## config.mk

```make
export PLATFORM = sky130hd
export DESIGN_NAME = mcu_dmi_arbiter
export DESIGN_NICKNAME = d
export VERILOG_FILES = /design/src/rtl/mcu_dmi_arb_pkg.sv /design/src/rtl/mcu_dmi_req_hold.sv /design/src/rtl/mcu_dmi_arbiter.sv
export SDC_FILE = /design/constraint.sdc
export NUM_CORES = 1
export LEC_CHECK = 0
export CAP_MARGIN = 25
export CORE_AREA = 4 4 120 122
export CTS_BUF_LIST = sky130_fd_sc_hd__clkbuf_8
export CTS_CLUSTER_SIZE = 12
export DETAILED_ROUTE_END_ITERATION = 10
export DIE_AREA = 0 0 124 126
export PLACE_DENSITY = 0.87
export SYNTH_ARGS = -nofsm -noshare
export SYNTH_HDL_FRONTEND = slang
export SYNTH_SLANG_ARGS = --single-unit
```

## constraint.sdc

```tcl
create_clock -name core_clk -period 4.8 [get_ports core_clk]
set_input_delay 0.72 -clock core_clk [delete_from_list [all_inputs] [get_ports core_clk]]
set_output_delay 0.72 -clock core_clk [all_outputs]
set_load 0.02 [all_outputs]
```

## src/rtl/mcu_dmi_arb_pkg.sv

```systemverilog
// Shared types for the core-side DMI arbiter: FSM states, transaction owner
// and the buffered DMI command.
package mcu_dmi_arb_pkg;

  localparam int DMI_ADDR_W = 7;
  localparam int DMI_DATA_W = 32;

  typedef enum logic [1:0] {
    IDLE  = 2'd0,
    ISSUE = 2'd1,
    WAIT  = 2'd2
  } arb_state_e;

  typedef enum logic {
    OWN_JTAG = 1'b0,
    OWN_SEC  = 1'b1
  } arb_owner_e;

  typedef struct packed {
    logic                  we;
    logic [DMI_ADDR_W-1:0] addr;
    logic [DMI_DATA_W-1:0] wdata;
  } dmi_cmd_t;

endpackage

```

## src/rtl/mcu_dmi_req_hold.sv

```systemverilog
// One-entry holding register for JTAG DMI commands; a push while full and
// not being drained is dropped and flagged as a sticky overflow.
module mcu_dmi_req_hold
  import mcu_dmi_arb_pkg::*;
#(
  parameter type cmd_t = dmi_cmd_t
) (
  input  logic clk,
  input  logic rst_n,
  input  logic clr_i,
  input  logic push_i,
  input  cmd_t push_cmd_i,
  input  logic grant_i,
  output logic valid_o,
  output cmd_t cmd_o,
  output logic overflow_o
);

  logic valid_q, valid_d;
  cmd_t cmd_q, cmd_d;
  logic ovf_q, ovf_d;

  // A grant frees the slot in the same cycle, so a simultaneous push refills it.
  always_comb begin
    valid_d = valid_q;
    cmd_d   = cmd_q;
    ovf_d   = ovf_q;
    if (clr_i) begin
      valid_d = 1'b0;
      ovf_d   = 1'b0;
    end else begin
      if (grant_i) valid_d = 1'b0;
      if (push_i) begin
        if (!valid_q || grant_i) begin
          valid_d = 1'b1;
          cmd_d   = push_cmd_i;
        end else begin
          ovf_d = 1'b1;
        end
      end
    end
  end

  always_ff @(posedge clk or negedge rst_n) begin
    if (!rst_n) begin
      valid_q <= 1'b0;
      cmd_q   <= '0;
      ovf_q   <= 1'b0;
    end else begin
      valid_q <= valid_d;
      cmd_q   <= cmd_d;
      ovf_q   <= ovf_d;
    end
  end

  assign valid_o    = valid_q;
  assign cmd_o      = cmd_q;
  assign overflow_o = ovf_q;

endmodule

```

## src/rtl/mcu_dmi_arbiter.sv

```systemverilog
// Shares the core's single DMI register port between the JTAG DMI path and a
// secondary SoC debug requester, one transaction at a time.
module mcu_dmi_arbiter
  import mcu_dmi_arb_pkg::*;
#(
  parameter int ADDR_W     = 7,
  parameter int DATA_W     = 32,
  parameter int RD_LAT     = 1,
  parameter int STARVE_MAX = 4
) (
  input  logic              core_clk,
  input  logic              core_rst_n,
  input  logic              dmi_hard_reset,
  input  logic              jtag_reg_en,
  input  logic              jtag_reg_wr_en,
  input  logic [ADDR_W-1:0] jtag_reg_addr,
  input  logic [DATA_W-1:0] jtag_reg_wr_data,
  output logic [DATA_W-1:0] jtag_rd_data,
  output logic              jtag_overflow,
  input  logic              sec_req_valid,
  output logic              sec_req_ready,
  input  logic              sec_req_we,
  input  logic [ADDR_W-1:0] sec_req_addr,
  input  logic [DATA_W-1:0] sec_req_wdata,
  output logic              sec_rsp_valid,
  output logic [DATA_W-1:0] sec_rsp_rdata,
  output logic              dmi_reg_en,
  output logic              dmi_reg_wr_en,
  output logic [ADDR_W-1:0] dmi_reg_addr,
  output logic [DATA_W-1:0] dmi_reg_wdata,
  input  logic [DATA_W-1:0] dmi_reg_rdata
);

  typedef struct packed {
    logic              we;
    logic [ADDR_W-1:0] addr;
    logic [DATA_W-1:0] wdata;
  } cmd_t;

  arb_state_e        state_q;
  arb_owner_e        owner_q;
  logic [2:0]        lat_cnt_q;
  logic [3:0]        starve_q, starve_d;
  logic              dmi_en_q, dmi_we_q, rsp_valid_q;
  logic [ADDR_W-1:0] dmi_addr_q;
  logic [DATA_W-1:0] dmi_wdata_q, jtag_rd_q, sec_rd_q;

  logic hold_valid, hold_ovf;
  cmd_t hold_cmd, push_cmd;
  logic sec_starved, can_grant, grant_jtag, grant_sec;

  assign push_cmd = cmd_t'{we: jtag_reg_wr_en, addr: jtag_reg_addr, wdata: jtag_reg_wr_data};

  mcu_dmi_req_hold #(
    .cmd_t (cmd_t)
  ) u_hold (
    .clk        (core_clk),
    .rst_n      (core_rst_n),
    .clr_i      (dmi_hard_reset),
    .push_i     (jtag_reg_en),
    .push_cmd_i (push_cmd),
    .grant_i    (grant_jtag),
    .valid_o    (hold_valid),
    .cmd_o      (hold_cmd),
    .overflow_o (hold_ovf)
  );

  // Secondary is forced through once it has watched STARVE_MAX JTAG grants go by.
  assign sec_starved = sec_req_valid && (starve_q == 4'(STARVE_MAX));
  assign can_grant   = (state_q == IDLE) && !dmi_hard_reset;
  assign grant_jtag  = can_grant && hold_valid && !sec_starved;
  assign grant_sec   = can_grant && sec_req_valid && !grant_jtag;

  always_comb begin
    starve_d = starve_q;
    if (dmi_hard_reset || !sec_req_valid || grant_sec) begin
      starve_d = '0;
    end else if (grant_jtag && (starve_q != 4'(STARVE_MAX))) begin
      starve_d = starve_q + 4'd1;
    end
  end

  always_ff @(posedge core_clk or negedge core_rst_n) begin
    if (!core_rst_n) begin
      state_q     <= IDLE;
      owner_q     <= OWN_JTAG;
      lat_cnt_q   <= '0;
      starve_q    <= '0;
      dmi_en_q    <= 1'b0;
      dmi_we_q    <= 1'b0;
      dmi_addr_q  <= '0;
      dmi_wdata_q <= '0;
      jtag_rd_q   <= '0;
      sec_rd_q    <= '0;
      rsp_valid_q <= 1'b0;
    end else begin
      dmi_en_q    <= 1'b0;
      rsp_valid_q <= 1'b0;
      starve_q    <= starve_d;
      if (dmi_hard_reset) begin
        state_q   <= IDLE;
        lat_cnt_q <= '0;
      end else begin
        case (state_q)
          IDLE: begin
            if (grant_jtag || grant_sec) begin
              state_q  <= ISSUE;
              dmi_en_q <= 1'b1;
              if (grant_jtag) begin
                owner_q     <= OWN_JTAG;
                dmi_we_q    <= hold_cmd.we;
                dmi_addr_q  <= hold_cmd.addr;
                dmi_wdata_q <= hold_cmd.wdata;
              end else begin
                owner_q     <= OWN_SEC;
                dmi_we_q    <= sec_req_we;
                dmi_addr_q  <= sec_req_addr;
                dmi_wdata_q <= sec_req_wdata;
              end
            end
          end
          ISSUE: begin
            state_q   <= WAIT;
            lat_cnt_q <= 3'd1;
          end
          WAIT: begin
            // lat_cnt_q equals the number of cycles elapsed since the strobe.
            if (lat_cnt_q == 3'(RD_LAT)) begin
              state_q <= IDLE;
              if (!dmi_we_q) begin
                if (owner_q == OWN_JTAG) jtag_rd_q <= dmi_reg_rdata;
                else                     sec_rd_q  <= dmi_reg_rdata;
              end
              if (owner_q == OWN_SEC) rsp_valid_q <= 1'b1;
            end else begin
              lat_cnt_q <= lat_cnt_q + 3'd1;
            end
          end
          default: state_q <= IDLE;
        endcase
      end
    end
  end

  assign sec_req_ready = grant_sec;
  assign jtag_rd_data  = jtag_rd_q;
  assign jtag_overflow = hold_ovf;
  assign sec_rsp_valid = rsp_valid_q;
  assign sec_rsp_rdata = sec_rd_q;
  assign dmi_reg_en    = dmi_en_q;
  assign dmi_reg_wr_en = dmi_we_q;
  assign dmi_reg_addr  = dmi_addr_q;
  assign dmi_reg_wdata = dmi_wdata_q;

endmodule

```

# Word-level counts from Yosys, hierarchy flattened

Cells that the tools add are included.

$add $sub $neg: 2
Equal/unequal tests: 9
Multiplexer cells: 27
Bitwise logic cells: 3
Reduce and logical (&&, ||, !) cells: 27

Operators with widths:

| cell                                                             | number |
|---|---|
| 32-bit two-way mux                                               | 1 |
| 1-bit two-way mux                                                | 16 |
| 5-bit AND reduction                                              | 2 |
| 4-bit two-way mux                                                | 2 |
| 1-bit logical AND                                                | 7 |
| 7-bit two-way mux                                                | 1 |
| 2-bit two-way mux                                                | 3 |
| 3-bit two-way mux                                                | 2 |
| 3-bit != test (second input constant)                            | 2 |
| 2-bit one-hot mux with 3 select lines                            | 1 |
| 3-bit one-hot mux with 2 select lines                            | 1 |
| 2-bit AND reduction                                              | 3 |
| 3-bit AND reduction                                              | 2 |
| 1-bit logical NOT                                                | 5 |
| 4-bit by 1-bit adder with 4-bit output (second input constant)   | 1 |
| 4-bit by 3-bit == test with 1-bit output (second input constant) | 1 |
| 1-bit logical OR                                                 | 4 |
| 4-bit by 3-bit != test with 1-bit output (second input constant) | 1 |
| 2-bit nonzero test                                               | 2 |
| 3-bit by 1-bit adder with 3-bit output (second input constant)   | 1 |
| 3-bit by 1-bit == test with 1-bit output (second input constant) | 1 |
| 3-bit by 2-bit != test with 1-bit output (second input constant) | 1 |
| 1-bit inverter                                                   | 3 |
| 3-bit nonzero test                                               | 1 |
| 4 further kinds                                                  | 4 |

Register bits after elaboration: 158
Output and inout bits: 108

# Longest topological paths before layout

Gate-level depths: netlist of the first run.

Depth after elaboration: 10
Depth in mapped cells: 7
Mapped depth without buffers: 6

# Hierarchy

Synthesis of the first run repeated with hierarchy kept, for this count alone.

Cell total of the unflattened synthesis: 484
Area, all modules: 6553.8 um^2

Modules (own cells, without submodules):

| module           | times used | cells each | area each (um^2) |
|---|---|---|---|
| mcu_dmi_arbiter  | 1          | 392        | 4958.5 |
| mcu_dmi_req_hold | 1          | 92         | 1595.3 |

# Worst setup path before layout of the first run

Ideal clock, no wire load.

Kind: input-to-output
Start: input dmi_hard_reset
End: output sec_req_ready
Data arrival time: 1.740 ns
Required time: 4.080 ns
Path slack: 2.340 ns
Stages on the path: 4
Path buffers: 1
Cells stage by stage: clkbuf_8 -> nor3_4 -> and3_2 -> and2b_1

Longest elaborated chain between the ends: 6
Elaborated cells between the ends (all ways): 7
Classes of those cells: 7 x reduce/logical

RTL lines:

| element                        | line                  | source |
|---|---|---|
| from (decl)                    | mcu_dmi_arbiter.sv:13 | `input logic dmi_hard_reset,` |
| 1-bit logical NOT *            | mcu_dmi_arbiter.sv:70 | `assign can_grant = (state_q == IDLE) && !dmi_hard_reset;` |
| 1-bit logical AND *            | mcu_dmi_arbiter.sv:70 |  |
| 1-bit logical AND (2 in a row) | mcu_dmi_arbiter.sv:71 | `assign grant_jtag = can_grant && hold_valid && !sec_starved;` |
| 1-bit logical NOT              | mcu_dmi_arbiter.sv:72 | `assign grant_sec = can_grant && sec_req_valid && !grant_jtag;` |
| 1-bit logical AND *            | mcu_dmi_arbiter.sv:72 |  |
| to (decl)                      | mcu_dmi_arbiter.sv:21 | `output logic sec_req_ready,` |

Every way passes the cells marked *; elsewhere a longest branch is shown, timed or not.

# Worst setup path after layout of the first run

Ends and elaborated chain as after synthesis.

==> impl_metrics.env, run 1 <==
export IMPL_status="finished clean"
export IMPL_synth_edff_count=0
export IMPL_max_slew_margin=0.450
export IMPL_num_vias=4570
export IMPL_port_buffer_count=224
export IMPL_synth_seq_area_share=0.593
export IMPL_fin_crit_sh=0.757
export IMPL_die_h_um=126
export IMPL_synth_ff_latch_count=158
export IMPL_netlist_area_mm2=0.00667
export IMPL_via_per_inst=5.16
export IMPL_critPathLaunchType="primary input"
export IMPL_drcViolationCount=0
export IMPL_rsz0062_at_grt="no"
export IMPL_grt_pass1_vias=5147
export IMPL_worstPathArrival_ns=2.91
export IMPL_stdcell_count=886
export IMPL_setup_viol=0
export IMPL_nNetsFinal=818
export IMPL_fmax_ghz=0.275
export IMPL_powerDensity_mw_per_mm2=424
export IMPL_place_inst=853
export IMPL_irDropWorstVdd_uv=221
export IMPL_ys_flop_type="dfrtp_1"
export IMPL_post_route_util=0.715
export IMPL_die_area_mm2=0.0156
export IMPL_leakage_nw=4.48
export IMPL_finClkSkew_ns=0.0135
export IMPL_hold_buffers=0
export IMPL_tns_ns=0
export IMPL_coreArea_mm2=0.0132
export IMPL_fin_area_mm2=0.00943
export IMPL_antenna_left=0
export IMPL_start_util=0.506
export IMPL_tritoncts="yes"
export IMPL_syn_inst=474
export IMPL_endpoint_kind="output port"
export IMPL_dr_pass1_iters=4
export IMPL_fin_ws_ns=1.17
export IMPL_drt_initial_drc_count=196
export IMPL_dp_slack_ns=1.19
export IMPL_insertion_delay_ns=0.43
export IMPL_die_x_um=124
export IMPL_area_growth_pct=41.3
export IMPL_drv_slew=0
export IMPL_grt_max_degree=108
export IMPL_grt_pass1_wl_um=26400
export IMPL_critPathMaxFanout=11
export IMPL_grt_ovfl_total=0
export IMPL_worst_slew_pin_slew_ns=0.825
export IMPL_grt_use_total=0.216
export IMPL_wl_per_cell_um=18.3
export IMPL_dp_hpwl_um=11900
export IMPL_cts_sinks=158
export IMPL_synth_cell_types=40
export IMPL_clock_root_buffer="clkbuf_8"
export IMPL_ios=225
export IMPL_diodes=0
export IMPL_h_tree_depth=4
export IMPL_cts_setup_buffers=0
export IMPL_dpl_cell_area_mm2=0.00900
export IMPL_numCtsBuffers=17
export IMPL_min_path_type="in -> async"
export IMPL_wirelength_um=16200
export IMPL_clk_pin_slew_ns=0.09
export IMPL_crit_type="in -> out"
export IMPL_syn_nets=595
export IMPL_synthArstFlopShare=1.00
export IMPL_avgSynthCellArea_um2=14.1
export IMPL_fin_crit_ns=3.63
export IMPL_drive_gt1_frac=0.213
export IMPL_cts_buffer_depth=2
export IMPL_antenna_found_initial=0
export IMPL_drv_cap=0
export IMPL_cts_resized_gates=0
export IMPL_gp_congestion=0.873
export IMPL_worstPathRequired_ns=4.08
export IMPL_hold_viol_final=0
export IMPL_yosys_warnings=0
export IMPL_rows=42
==> sequential cells by signal, indices dropped and copies added, names as in the netlist <==
register,flops
u_hold.cmd_o,40
dmi_reg_wdata,32
jtag_rd_data,32
sec_rsp_rdata,32
dmi_reg_addr,7
starve_q,4
lat_cnt_q,3
state_q,2
dmi_reg_en,1
dmi_reg_wr_en,1
owner_q,1
sec_rsp_valid,1
u_hold.overflow_o,1
u_hold.valid_o,1
==> per-layer routing <==
layer  wire length, um  global-route usage  share of wire  up-vias
met3              1850              0.0897           0.11       21
met4               265              0.0689          0.016        0
li1                  -                   -              -     2105
met2              7520               0.345           0.46      220
met1              6610               0.267           0.41     2224
met5                 0                   0              0        -
==> kinds of logic after synthesis <==
kind of cell             count (synthesis)  share of synthesized area
flip-flops                             158                      0.593
buffers and inverters                   33                     0.0306
AND/OR/NAND/NOR                         75                     0.0570
multiplexers                           146                      0.261
AO/OA/AOI/OAI                           58                     0.0507
adder cells (fa/ha/maj)                  4                    0.00750
==> through the flow <==
stage                     hold slack, ns  total power [mW]
after detailed placement           0.476              3.05
after global routing              0.0140              4.21
after CTS                          0.426              4.04
after global placement             0.463              3.00
final                             0.0534              4.00
after floorplan                    0.424              2.39
==> synth_stat cells, types with 2 or more instances <==
master,instances,share of area
nor3_1,3,0.0023
a21oi_1,4,0.0030
a22oi_1,2,0.0023
nand3_1,2,0.0015
dfrtp_1,158,0.59
mux2i_1,41,0.062
clkbuf_1,10,0.0056
buf_2,8,0.0060
mux2_4,40,0.090
mux2_2,65,0.11
nand2b_1,3,0.0028
o21ai_0,35,0.026
nand2_1,45,0.025
nor2_1,9,0.0051
o21ai_1,7,0.0053
ha_1,4,0.0075
buf_6,8,0.014
a31oi_1,2,0.0019
inv_1,6,0.0034
nand3b_1,2,0.0023
==> critical path, stage by stage <==
cell and delay (ns):
clkdlybuf4s50_1 0.63, nor3_4 0.51, and3_2 0.32, and2b_1 0.19, clkdlybuf4s50_1 0.53
==> cell type report <==
type,instances,area [um^2]
fill,861,3760
sequential,158,3950
timing repair buffer,231,2320
clock buffer,17,234
inverter,6,22.5
clock inverter,15,160
tap,176,220
multi-input combinational,283,2520
==> report_power, final <==
| group | total (mW) | leakage [nW] | switching, mW | internal, mW |
|---|---|---|---|---|
| Sequential | 1.78 | 2.02 | 0.177 | 1.61 |
| Combinational | 1.24 | 2.26 | 0.561 | 0.675 |
| Clock | 0.978 | 0.198 | 0.507 | 0.471 |
==> path summary, 6_finish.rpt <==
path                                   startpoint  cells after the start                end  slack, ns
min in group core_clk           dmi_reg_wdata[11]                      2  dmi_reg_wdata[11]       0.50
worst min-delay path                   core_rst_n                      1  sec_rsp_rdata[25]       0.05
worst max register to register         state_q[0]                      4   dmi_reg_wdata[7]       2.28
worst min register to register  dmi_reg_wdata[11]                      2  dmi_reg_wdata[11]       0.50
max in group asynchronous              core_rst_n                      3   u_hold.cmd_o[33]       3.68
worst max-delay path               dmi_hard_reset                      5      sec_req_ready       1.17
==> cells in the final DEF (no fill, tap or decap), types with 3 or more instances in the layout <==
| cell | Yosys | layout |
|---|---|---|
| a21oi_1 | 4 | 4 |
| buf_4 | 0 | 6 |
| clkbuf_8 | 1 | 17 |
| clkdlybuf4s50_1 | 0 | 223 |
| clkinv_2 | 0 | 3 |
| dfrtp_1 | 158 | 158 |
| ha_1 | 4 | 4 |
| inv_1 | 6 | 6 |
| inv_6 | 0 | 6 |
| mux2_2 | 65 | 65 |
| mux2_4 | 40 | 40 |
| mux2i_1 | 41 | 41 |
| nand2_1 | 45 | 45 |
| nand2b_1 | 3 | 3 |
| nor2_1 | 9 | 9 |
| nor3_1 | 3 | 3 |
| o21ai_0 | 35 | 35 |
| o21ai_1 | 7 | 7 |
Note: power is estimated with default switching activity, not from simulation.
==> inputs of run 2 (changes only) <==
--- a/config.mk
+++ b/config.mk
@@ -6,12 +6,12 @@
 export NUM_CORES = 1
 export LEC_CHECK = 0
 export CAP_MARGIN = 25
-export CORE_AREA = 4 4 120 122
+export CORE_AREA = 4 4 125 127
 export CTS_BUF_LIST = sky130_fd_sc_hd__clkbuf_8
 export CTS_CLUSTER_SIZE = 12
 export DETAILED_ROUTE_END_ITERATION = 10
-export DIE_AREA = 0 0 124 126
-export PLACE_DENSITY = 0.87
+export DIE_AREA = 0 0 129 131
+export PLACE_DENSITY = 0.81
 export SYNTH_ARGS = -nofsm -noshare
 export SYNTH_HDL_FRONTEND = slang
 export SYNTH_SLANG_ARGS = --single-unit
==> constraint.sdc (replaced) <==
create_clock -name core_clk -period 3.4 [get_ports core_clk]
set_input_delay 0.51 -clock core_clk [delete_from_list [all_inputs] [get_ports core_clk]]
set_output_delay 0.51 -clock core_clk [all_outputs]
set_load 0.02 [all_outputs]
==> run 2 against run 1 <==
Cell area up 0.70%. Sequential power is 42% higher. Die area up 8.2%. Critical path depth unchanged. Register-to-register slack worse by 1.1 ns. Sequential share of layout area shrank 0.29 points. Sequential cell count unchanged. Combinational power up 41%. Largest cell class unchanged. Core utilization decreased by 5.7 points. Cell count rose by 1.1%. First-iteration DRC count up 40%. Count of clock-buffer cells in the layout up 4. Critical path type unchanged.
==> impl_metrics.env, run 2 (same netlist as run 1, synthesis figures left out) <==
export IMPL_status="finished clean"
export IMPL_place_inst=864
export IMPL_grt_max_degree=79
export IMPL_max_slew_margin=0.583
export IMPL_port_buffer_count=224
export IMPL_largest_reg_flops=40
export IMPL_dr_pass1_iters=4
export IMPL_setup_viol=0
export IMPL_cts_resized_gates=0
export IMPL_irDropWorstVdd_uv=352
export IMPL_hold_buffers=0
export IMPL_drcViolationCount=0
export IMPL_critPathMaxFanout=11
export IMPL_tns_ns=0
export IMPL_p_switching_mw=1.73
export IMPL_seq_area_mm2=0.00395
export IMPL_dp_slack_ns=0.415
export IMPL_tritoncts="yes"
export IMPL_worst_slew_pin_slew_ns=0.625
export IMPL_fmax_ghz=0.335
export IMPL_layout_common_cells="223 x clkdlybuf4s50_1, 158 x dfrtp_1, 65 x mux2_2"
export IMPL_wirelength_um=16100
export IMPL_drt_initial_drc_count=275
export IMPL_antenna_found_initial=0
export IMPL_final_common_cell="clkdlybuf4s50_1"
export IMPL_dp_hpwl_um=11800
export IMPL_cts_sinks=158
export IMPL_grt_ovfl_total=0
export IMPL_fin_crit_sh=0.878
export IMPL_endpoint_kind="output port"
export IMPL_grt_use_total=0.194
export IMPL_pwr_share_seq=0.442
export IMPL_leakage_nw=4.50
export IMPL_nNetsFinal=820
export IMPL_gp_congestion=0.782
export IMPL_stdcell_count=896
export IMPL_h_tree_depth=4
export IMPL_power_mw=5.69
export IMPL_grt_pass1_wl_um=25600
export IMPL_die_x_um=129
export IMPL_coreArea_mm2=0.0144
export IMPL_hold_viol_final=0
export IMPL_die_area_mm2=0.0169
export IMPL_antenna_left=0
export IMPL_post_route_util=0.658
export IMPL_via_per_inst=5.13
export IMPL_fin_ws_ns=0.414
export IMPL_rows=44
export IMPL_grt_pass1_vias=4861
export IMPL_n_fill_cell=1030
export IMPL_die_h_um=131
export IMPL_ios=225
export IMPL_cts_setup_buffers=0
export IMPL_insertion_delay_ns=0.44
export IMPL_crit_type="in -> out"
export IMPL_hold_ws_ns=0.0553
export IMPL_num_vias=4593
export IMPL_area_growth_pct=42.3
export IMPL_wl_per_cell_um=18.0
export IMPL_clk_pin_slew_ns=0.09
export IMPL_finClkSkew_ns=0.0163
export IMPL_switching_share=0.303
export IMPL_critPathLaunchType="primary input"
export IMPL_drive_gt1_frac=0.215
export IMPL_power_frac_comb=0.307
export IMPL_diodes=0
export IMPL_powerDensity_mw_per_mm2=600
export IMPL_clock_root_buffer="clkbuf_8"
export IMPL_multi_input_area_mm2=0.00252
export IMPL_power_frac_clock=0.251
export IMPL_fin_area_mm2=0.00949
export IMPL_p_int_mw=3.96
export IMPL_min_path_type="in -> async"
export IMPL_start_util=0.462
export IMPL_numCtsBuffers=17
export IMPL_drv_cap=0
export IMPL_drv_slew=0
export IMPL_rsz0062_at_grt="no"
export IMPL_worstPathArrival_ns=2.48
export IMPL_fin_crit_ns=2.99
export IMPL_worstPathRequired_ns=2.89
export IMPL_dpl_cell_area_mm2=0.00907
export IMPL_cts_buffer_depth=2
run 2: cell types whose count changed in the layout (fill, tap and decap cells not counted):
cell | before | now
clkbuf_8 | 17 | 21
buf_12 | 0 | 3
inv_6 | 6 | 3
buf_16 | 1 | 0
clkinv_2 | 3 | 2
run 2: worst paths after layout:
check | from | end | slack (ns) | cells after the start
hold reg to reg | dmi_reg_wdata[12] | dmi_reg_wdata[12] | 0.48 | 2
max in group asynchronous | core_rst_n | u_hold.cmd_o[20] | 2.48 | 2
setup / recovery | dmi_hard_reset | sec_req_ready | 0.41 | 5
setup reg to reg | starve_q[0] | dmi_reg_wdata[14] | 1.15 | 7
hold / removal | core_rst_n | sec_rsp_rdata[5] | 0.06 | 1
min in group core_clk | dmi_reg_wdata[12] | dmi_reg_wdata[12] | 0.48 | 2
run 2: power groups by stage:
stage / Combinational, mW / Clock, mW / Sequential [mW]
floorplan: 0.539 / 0 / 2.84
CTS: 1.77 / 1.48 / 2.52
global placement: 1.73 / 0 / 2.53
detailed placement: 1.77 / 0 / 2.54
finish: 1.75 / 1.43 / 2.52
global route: 1.86 / 1.55 / 2.56
run 2: cell type report:
type | instances | share of cell area
sequential | 158 | 0.417
multi-input combinational | 283 | 0.265
timing repair buffer | 233 | 0.247
clock buffer | 21 | 0.0305
tap | 184 | 0.0243
clock inverter | 11 | 0.0136
inverter | 6 | 0.00237
run 2: critical path: stages:
cell             delay, ns
clkdlybuf4s50_1       0.65
nand2b_1              0.35
nor3_1                0.21
and2b_1               0.16
clkdlybuf4s50_1       0.59
run 2: per-layer routing:
metal | wire length (um) | vias to the layer above | track usage
met5 | 0 | - | 0
li1 | - | 2108 | -
met1 | 6840 | 2239 | 0.254
met3 | 1760 | 21 | 0.0756
met4 | 231 | 0 | 0.0649
met2 | 7280 | 225 | 0.296
==> inputs of run 3 (changes only) <==
--- a/config.mk
+++ b/config.mk
@@ -15,3 +15,4 @@
 export SYNTH_ARGS = -nofsm -noshare
 export SYNTH_HDL_FRONTEND = slang
 export SYNTH_SLANG_ARGS = --single-unit
+export TNS_END_PERCENT = 10
==> results of run 3 <==
Same layout as run 2: the final DEF is identical, and so are final timing and power.
